$ cat src/rtl/fc_primseq_rx.sv
// fc_primseq_rx -- receive-side primitive sequence detector.
//
// Classifies each word of the word-aligned, 8b/10b-decoded receive stream
// (K28.5 in byte 3) and reports which primitive sequence (NOS, OLS, LR, LRR)
// is currently recognized on the link. A sequence is recognized once
// RECOGNIZE_COUNT consecutive identical ordered sets have arrived; a run of
// fill words (IDLE/ARBFF, mixed freely) recognizes "no sequence".
//
// Parameters:
//   RECOGNIZE_COUNT  run length needed for recognition (2..15)
// Ports:
//   clk           core clock
//   reset_n       asynchronous active-low reset
//   data[31:0]    received word, byte 3 transmitted first
//   datak[3:0]    per-byte K flags; ordered sets carry 4'b1000
//   valid         data/datak qualify this cycle
//   rx_sync       PHY word sync; low clears the tracker and forces seq NONE
//   seq[2:0]      0=NONE 1=NOS 2=OLS 3=LR 4=LRR
//   seq_changed   one-cycle pulse when seq takes a new value
//   idle_seen     one-cycle pulse per valid IDLE word
//   arb_seen      one-cycle pulse per valid ARBFF word
//   bad_os_count  (FC_PRIMSEQ_RX_STATS_EN only) saturating count of
//                 K28.5-led words that match no known ordered set
//
// Build option: define FC_PRIMSEQ_RX_STATS_EN to add bad_os_count.

package fc;
    localparam logic [31:0] NOS   = 32'hBC55BF45;
    localparam logic [31:0] OLS   = 32'hBC358A55;
    localparam logic [31:0] LR    = 32'hBC49BF49;
    localparam logic [31:0] LRR   = 32'hBC35BF49;
    localparam logic [31:0] IDLE  = 32'hBC95B5B5;
    localparam logic [31:0] ARBFF = 32'hBC94FFFF;
    localparam logic [7:0]  K28_5 = 8'hBC;
endpackage

module fc_primseq_rx #(
    parameter int unsigned RECOGNIZE_COUNT = 3
) (
    input  logic        clk,
    input  logic        reset_n,
    input  logic [31:0] data,
    input  logic [3:0]  datak,
    input  logic        valid,
    input  logic        rx_sync,
    output logic [2:0]  seq,
    output logic        seq_changed,
    output logic        idle_seen,
    output logic        arb_seen
`ifdef FC_PRIMSEQ_RX_STATS_EN
    ,
    output logic [15:0] bad_os_count
`endif
);

    // Run tracker classes (last_class)
    //   state    | meaning
    //   CL_NONE  | no run in progress (after data, unknown OS, sync loss)
    //   CL_NOS   | run of NOS ordered sets
    //   CL_OLS   | run of OLS ordered sets
    //   CL_LR    | run of LR ordered sets
    //   CL_LRR   | run of LRR ordered sets
    //   CL_FILL  | run of IDLE/ARBFF fill words
    // CL_UNK and CL_DATA only classify the incoming word; they never persist.
    // Sequence encodings equal their seq output codes.
    typedef enum logic [2:0] {
        CL_NONE = 3'd0,
        CL_NOS  = 3'd1,
        CL_OLS  = 3'd2,
        CL_LR   = 3'd3,
        CL_LRR  = 3'd4,
        CL_FILL = 3'd5,
        CL_UNK  = 3'd6,
        CL_DATA = 3'd7
    } word_class_t;

    localparam logic [2:0] SEQ_NONE = 3'd0;
    localparam logic [3:0] RC       = 4'(RECOGNIZE_COUNT);
    localparam logic [3:0] RC_M1    = 4'(RECOGNIZE_COUNT - 1);

    word_class_t last_class, last_class_nxt, word_cls;
    logic [3:0]  run_cnt, run_cnt_nxt;
    logic [2:0]  seq_nxt;
    logic        seq_changed_nxt, idle_nxt, arb_nxt;
    logic        is_os, is_idle, is_arb;

    // Word classification
    always_comb begin
        is_os   = (datak == 4'b1000) && (data[31:24] == fc::K28_5);
        is_idle = is_os && (data == fc::IDLE);
        is_arb  = is_os && (data == fc::ARBFF);
        word_cls = CL_DATA;
        if (is_os) begin
            unique case (data)
                fc::NOS:            word_cls = CL_NOS;
                fc::OLS:            word_cls = CL_OLS;
                fc::LR:             word_cls = CL_LR;
                fc::LRR:            word_cls = CL_LRR;
                fc::IDLE, fc::ARBFF: word_cls = CL_FILL;
                default:            word_cls = CL_UNK;
            endcase
        end
    end

    always_comb begin
        last_class_nxt  = last_class;
        run_cnt_nxt     = run_cnt;
        seq_nxt         = seq;
        seq_changed_nxt = 1'b0;
        idle_nxt        = 1'b0;
        arb_nxt         = 1'b0;

        if (!rx_sync) begin
            last_class_nxt  = CL_NONE;
            run_cnt_nxt     = 4'd0;
            seq_nxt         = SEQ_NONE;
            seq_changed_nxt = (seq != SEQ_NONE);
        end else if (valid) begin
            idle_nxt = is_idle;
            arb_nxt  = is_arb;
            unique case (word_cls)
                CL_NOS, CL_OLS, CL_LR, CL_LRR, CL_FILL: begin
                    if (word_cls == last_class) begin
                        if (run_cnt != RC) begin
                            run_cnt_nxt = run_cnt + 4'd1;
                        end
                        // Fires only on the step that reaches RC; a saturated
                        // run stays quiet however long it lasts.
                        if (run_cnt == RC_M1) begin
                            seq_nxt = (word_cls == CL_FILL) ? SEQ_NONE : word_cls[2:0];
                            seq_changed_nxt = (seq_nxt != seq);
                        end
                    end else begin
                        last_class_nxt = word_cls;
                        run_cnt_nxt    = 4'd1;
                    end
                end
                default: begin
                    last_class_nxt = CL_NONE;
                    run_cnt_nxt    = 4'd0;
                end
            endcase
        end
    end

    always_ff @(posedge clk or negedge reset_n) begin
        if (!reset_n) begin
            last_class  <= CL_NONE;
            run_cnt     <= 4'd0;
            seq         <= SEQ_NONE;
            seq_changed <= 1'b0;
            idle_seen   <= 1'b0;
            arb_seen    <= 1'b0;
        end else begin
            last_class  <= last_class_nxt;
            run_cnt     <= run_cnt_nxt;
            seq         <= seq_nxt;
            seq_changed <= seq_changed_nxt;
            idle_seen   <= idle_nxt;
            arb_seen    <= arb_nxt;
        end
    end

`ifdef FC_PRIMSEQ_RX_STATS_EN
    always_ff @(posedge clk or negedge reset_n) begin
        if (!reset_n) begin
            bad_os_count <= 16'd0;
        end else if (rx_sync && valid && (word_cls == CL_UNK) && (bad_os_count != 16'hFFFF)) begin
            bad_os_count <= bad_os_count + 16'd1;
        end
    end
`endif

endmodule

$ cat config.mk
export PLATFORM = sky130hd
export DESIGN_NAME = fc_primseq_rx
export DESIGN_NICKNAME = d
export VERILOG_FILES = /design/src/rtl/fc_primseq_rx.sv
export SDC_FILE = /design/constraint.sdc
export NUM_CORES = 1
export LEC_CHECK = 0
export CAP_MARGIN = 0
export CORE_MARGIN = 2
export CORE_UTILIZATION = 41
export DETAILED_ROUTE_END_ITERATION = 16
export PLACE_DENSITY = 0.76
export SYNTH_ARGS = -nofsm -noshare
export SYNTH_HDL_FRONTEND = slang
export SYNTH_SLANG_ARGS = --single-unit
export TNS_END_PERCENT = 1
$ cat constraint.sdc
create_clock -name clk -period 1.65 [get_ports clk]
set_input_delay 0.33 -clock clk [delete_from_list [all_inputs] [get_ports clk]]
set_output_delay 0.33 -clock clk [all_outputs]
set_load 0.01 [all_outputs]
* Yosys cells after proc, flatten, opt, wreduce, memory -nomap -nowiden
Index checks and enable logic that the tools add are counted.
** Storage, ports and cells
- Register bits :: 13
- Input bits :: 40
- Output and inout bits :: 6
- Word-level logic and storage cells :: 65
** Cells by class
- Add/subtract/negate cells :: 1
- Equality and inequality tests :: 23
- Muxes and demuxes :: 26
- Reductions and logical operators :: 9
** Operator list (count)
- 32-bit == test, second input constant :: 6
- 3-bit two-way mux :: 11
- 4-bit two-way mux :: 5
- 3-bit case mux with 5 select lines :: 1
- 1-bit two-way mux :: 9
- 8-bit == test, second input constant :: 1
- 3-bit by 2-bit == test with 1-bit output, second input constant :: 2
- 3-bit == test, second input constant :: 2
- 2-bit by 1-bit != test with 1-bit output, second input constant :: 3
- 5-bit OR reduction :: 1
- 4-bit by 1-bit adder with 4-bit output, second input constant :: 1
- 4-bit by 2-bit == test with 1-bit output, second input constant :: 1
- 4-bit == test, second input constant :: 1
- 4-bit by 2-bit != test with 1-bit output, second input constant :: 1
- 4-bit != test, second input constant :: 1
- 2-bit AND reduction :: 2
- 4-bit AND reduction :: 1
- 3-bit by 1-bit == test with 1-bit output, second input constant :: 1
- 3-bit == test :: 1
- 1-bit logical AND :: 3
- 3-bit != test :: 1
- 3-bit != test, second input constant :: 1
- 3-bit nonzero test :: 1
- 2-bit != test, second input constant :: 1
- 2-bit OR reduction :: 1

* Depth between registers and ports, before layout
- Depth in word-level cells :: 12
- Mapped depth :: 10
- Mapped depth without buffers :: 8

* Worst setup path after synthesis
OpenSTA, ideal clock, no wires.
- Path type :: input to register
- From :: in data[17]
- To :: reg seq[2]
- Library setup time :: 0.077 ns
- Data arrival time :: 2.569 ns
- Data required time :: 1.573 ns
- Path slack :: -0.996 ns
- Cell stages on the path :: 9
- Path buffers :: 1
- Cell sequence :: or3b_1 nor4_1 nand4b_1 and2_1 buf_2 a21o_4 mux2i_2 or4_1 a21oi_1
** Between the ends
- Cells in the longest elaborated chain, start to end :: 11
- Elaborated cells between the ends (all ways) :: 25
- Those cells by class :: eq/ne (14); mux (8); reduce/logical (3)
** RTL lines
- start: declaration :: line 42 : input logic [31:0] data,
- 32-bit == test :: line 94 : unique case (data)
- 2-bit OR reduction :: line 94
- 3-bit case mux with 5 select lines (*) :: line 94
- 3-bit two-way mux (*) :: line 93 : if (is_os) begin
- 3-bit == test :: line 121, 130
- 3-bit two-way mux :: line 130 : seq_nxt = (word_cls == CL_FILL) ? SEQ_NONE : word_cls[2:0];
- 3-bit two-way mux :: line 129 : if (run_cnt == RC_M1) begin
- 3-bit two-way mux :: line 123 : if (word_cls == last_class) begin
- 3-bit two-way mux :: line 121 : unique case (word_cls)
- 3-bit two-way mux :: line 118 : end else if (valid) begin
- 3-bit two-way mux :: line 113 : if (!rx_sync) begin
- end signal: assignment :: line 157 : seq <= seq_nxt;
- end: declaration :: line 46 : output logic [2:0] seq,
Every way passes the cells marked *; elsewhere a longest branch is shown, timed or not. The select of a mux whose other input is x is not followed.
A chain may end at the register's enable or synchronous reset.

* Final worst setup path
- From :: in data[1]
- To :: reg run_cnt[1]
** Between the ends
- Cells in the longest elaborated chain, start to end :: 9
- Elaborated cells between the ends (all ways) :: 22
- Those cells by class :: eq/ne (13); mux (6); reduce/logical (3)
** RTL lines
- 32-bit == test :: line 94
- 2-bit OR reduction :: line 94
- 3-bit case mux with 5 select lines (*) :: line 94
- 3-bit two-way mux (*) :: line 93
- 3-bit == test (tied with other cells) :: line 121
- 5-bit OR reduction or 4-bit two-way mux (tied branches) :: line 121, 123
- 4-bit two-way mux :: line 121
- 4-bit two-way mux :: line 118
- 4-bit two-way mux :: line 113
- end signal: assignment :: line 156 : run_cnt <= run_cnt_nxt;
- end: declaration :: line 82 : logic [3:0] run_cnt, run_cnt_nxt;
Marks and branches as above.

==> results.txt <==
WHS -> 0.348 ns
Slew HR -> 71.5%
worst-path cell chain -> buf_6 > nand4b_1 > nor4_4 > or4bb_1 > a21o_1 > a21o_4 > buf_12 > xnor2_4 > nand3_2 > o211ai_1
R2R Path End -> seq[0]
VDD IR max -> 0.163 mV
final setup fails -> 13
Reg clk slew, reported paths -> 0.09 ns
Power Density -> 310 nW/µm²
fin crit share -> 156%
Worst-Skew Late Latency -> 0.28 ns
largest net degree at the start of global routing -> 14
crit end category -> flop
outcome -> complete, but fails checks
CTS buffer count -> 3
Filler cells -> 183
Ys Warns -> 0
failing checks -> negative setup slack
Die X-Extent -> 61.0 µm
Slew Limit Fails -> 0
wl on met1 -> 2170 µm
mean routed wirelength per cell -> 19.3 µm
vias in the first global route -> 1957
Buffers on Ports -> 45
die height -> 61.0 µm
crit start category -> input port
total number of vias -> 1933
max_cap viols -> 0
row count -> 20
Critical Path Slowest Stage Cell -> or4bb_1
CP max stage delay -> 0.43 ns
P&R area growth vs syn -> 88.8%
most frequent cells in the layout -> 58 x buf_4, 14 x dlygate4sd2_1, 13 x dfrtp_1, 12 x clkdlybuf4s50_1, 11 x nand2_1
FMAX -> 0.388 GHz
Crit Path Max Fanout -> 8
Hold Fails Final Rpt -> 0
initial antenna violation count -> 0
Initial Util -> 43.3%
core box area -> 3080 µm²
Cells after DPL -> 293
DP Area -> 2200 µm²
CTS tree -> done
io pins -> 46
CP Class -> in2reg
Yosys top cell area share -> 24.4%
total wire length -> 5960 µm
H-tree depth -> 1
setup slack, reg-to-reg -> -0.20 ns
cells after synthesis -> 158
# DRC -> 0
WP data arrival -> 2.77 ns
deepest clock path buffer count -> 2
hold buffer count at CTS -> 0
HPWL after DPL -> 3850 µm
total nets after synthesis -> 200
first-pass GRT wire length -> 8900 µm
Die Footprint -> 3730 µm²
total grt overflow -> 0
min-delay worst type -> in2async
WL met3 -> 495 µm
wire length on met2 -> 3000 µm
# diodes -> 0
drt first pass iters -> 5
top routing layer in use -> met4
Setup Skew -> 0.0108 ns
EDFF count, synth -> 0
Reg-to-Reg Start -> last_class[2]
Period minus WS final -> 2.57 ns
most common cell after layout, fill and taps aside -> buf_4
Core Util, Final -> 81.8%
Detail Route Antenna Nets -> 0
critical path required time -> 1.84 ns
register area -> 325 µm²
unrepaired setup endpoints after global routing -> yes
nets -> 308
syn_area_per_cell -> 8.44 µm²
layout cells sized above 1 -> 46.4%
Synth cell types -> 56
Tot Pwr -> 0.782 mW
flop and latch count out of synthesis -> 13
Multi-input gate area -> 1220 µm²
sequential area share after synthesis -> 24.4%
Main synth FF type -> dfrtp_1
GP Congestion -> 0.891
mapped cell area -> 1330 µm²
final non-filler cell total -> 309
Leak Pwr -> 1.03 nW
Async S/R FF share, synth -> 100%
clock sinks -> 13
clock root buffer -> clkbuf_4
fin area -> 2520 µm²
Initial DRC Count -> 169
Synth area leader -> dfrtp_1
Area contributors post-synth -> dfrtp_1 24%, nand4_1 3.8%, nand4b_1 3.3%
Vias/cell -> 6.26
gr usage total -> 32.5%
post-route setup slack -> -0.925 ns
Worst Reg-to-Reg Cells -> 6
Worst-Margin Slew -> 0.427 ns
==> cell usage after synthesis, types with 2 or more instances <==
master	number
inv_1	8
o2bb2ai_1	2
a41oi_1	2
or4b_1	2
nor4bb_1	2
a31oi_1	4
a21oi_1	6
nand4b_1	5
nand4_1	8
o21a_1	2
nand3_1	5
nor3_1	5
nor4_1	7
or3b_1	2
o2111ai_1	2
and3_1	3
nor4_2	2
a2111oi_0	2
buf_2	2
dfrtp_1	13
ha_1	2
or3_1	2
o211ai_1	4
o21ai_1	2
nor2b_1	2
a21o_1	2
xor2_1	2
or4bb_1	2
nand4bb_1	3
nor2_1	10
nand2_1	11
o21ai_0	4
or4_1	2
and2_1	4
==> area by class of cell <==
type,count,area share (%)
Inverter,8,1.19
Sequential cell,13,12.9
Multi-Input combinational cell,134,48.3
Clock buffer,4,1.04
Timing Repair Buffer,106,34.3
Tap cell,44,2.19
==> report_power, final <==
| group | total (mW) | leakage, nW | internal (mW) | switching (mW) |
|---|---|---|---|---|
| clock | 0.209 | 0.0150 | 0.0938 | 0.115 |
| combinational | 0.250 | 0.831 | 0.138 | 0.113 |
| sequential | 0.322 | 0.180 | 0.321 | 0.00156 |
==> sequential cells by signal (all words and copies together), names as in the netlist <==
| signal | count |
|---|---|
| idle_seen | 1 |
| run_cnt | 4 |
| arb_seen | 1 |
| seq | 3 |
| seq_changed | 1 |
| last_class | 3 |
==> metal layers <==
| layer | global-route usage, % | vias to the layer above |
|---|---|---|
| li1 | - | 854 |
| met1 | 35.6 | 906 |
| met2 | 60.5 | 140 |
| met3 | 4.83 | 33 |
| met4 | 16.1 | 0 |
| met5 | 0 | - |
==> worst max path at each step <==
| stage | slack [ns] | end | cells after the start | start |
|---|---|---|---|---|
| floorplan | -0.99 | seq[2] | 9 | data[6] |
| global placement | -1.41 | seq[2] | 9 | data[9] |
| detailed placement | -1.45 | seq[2] | 9 | data[9] |
| CTS | -0.84 | seq[2] | 9 | data[1] |
| global route | -0.98 | run_cnt[1] | 10 | data[1] |
| finish | -0.92 | run_cnt[1] | 10 | data[1] |
==> through the flow <==
step | setup WS [ns] | TNS [ns]
floorplan | -0.986 | -9.24
global placement | -1.41 | -15.48
detailed placement | -1.45 | -15.99
CTS | -0.840 | -8.47
global route | -0.981 | -10.46
finish | -0.925 | -9.60
==> worst max-delay path, delay by kind of cell <==
kind / cells / cell delay [ns]
AND/OR/NAND/NOR: 4 / 1.19
buffers and inverters: 2 / 0.22
XOR/XNOR: 1 / 0.28
AO/OA/AOI/OAI: 3 / 0.74
==> timing repair <==
action	4_1_cts	5_1_grt
endpoints found under the setup margin	13	14
setup buffers	11	1
pin swaps	27	20
gates resized for setup	89	37
cloned	0	0
==> kinds of logic after synthesis <==
| group | Yosys count | share of synthesized area (%) |
|---|---|---|
| buf+inv | 11 | 3.28 |
| mux | 1 | 1.03 |
| fa+ha+maj | 2 | 1.88 |
| xor+xnor | 3 | 3.38 |
| compound gates | 42 | 23.2 |
| simple gates | 86 | 42.9 |
| flops | 13 | 24.4 |
(Power assumes the default switching activity.)
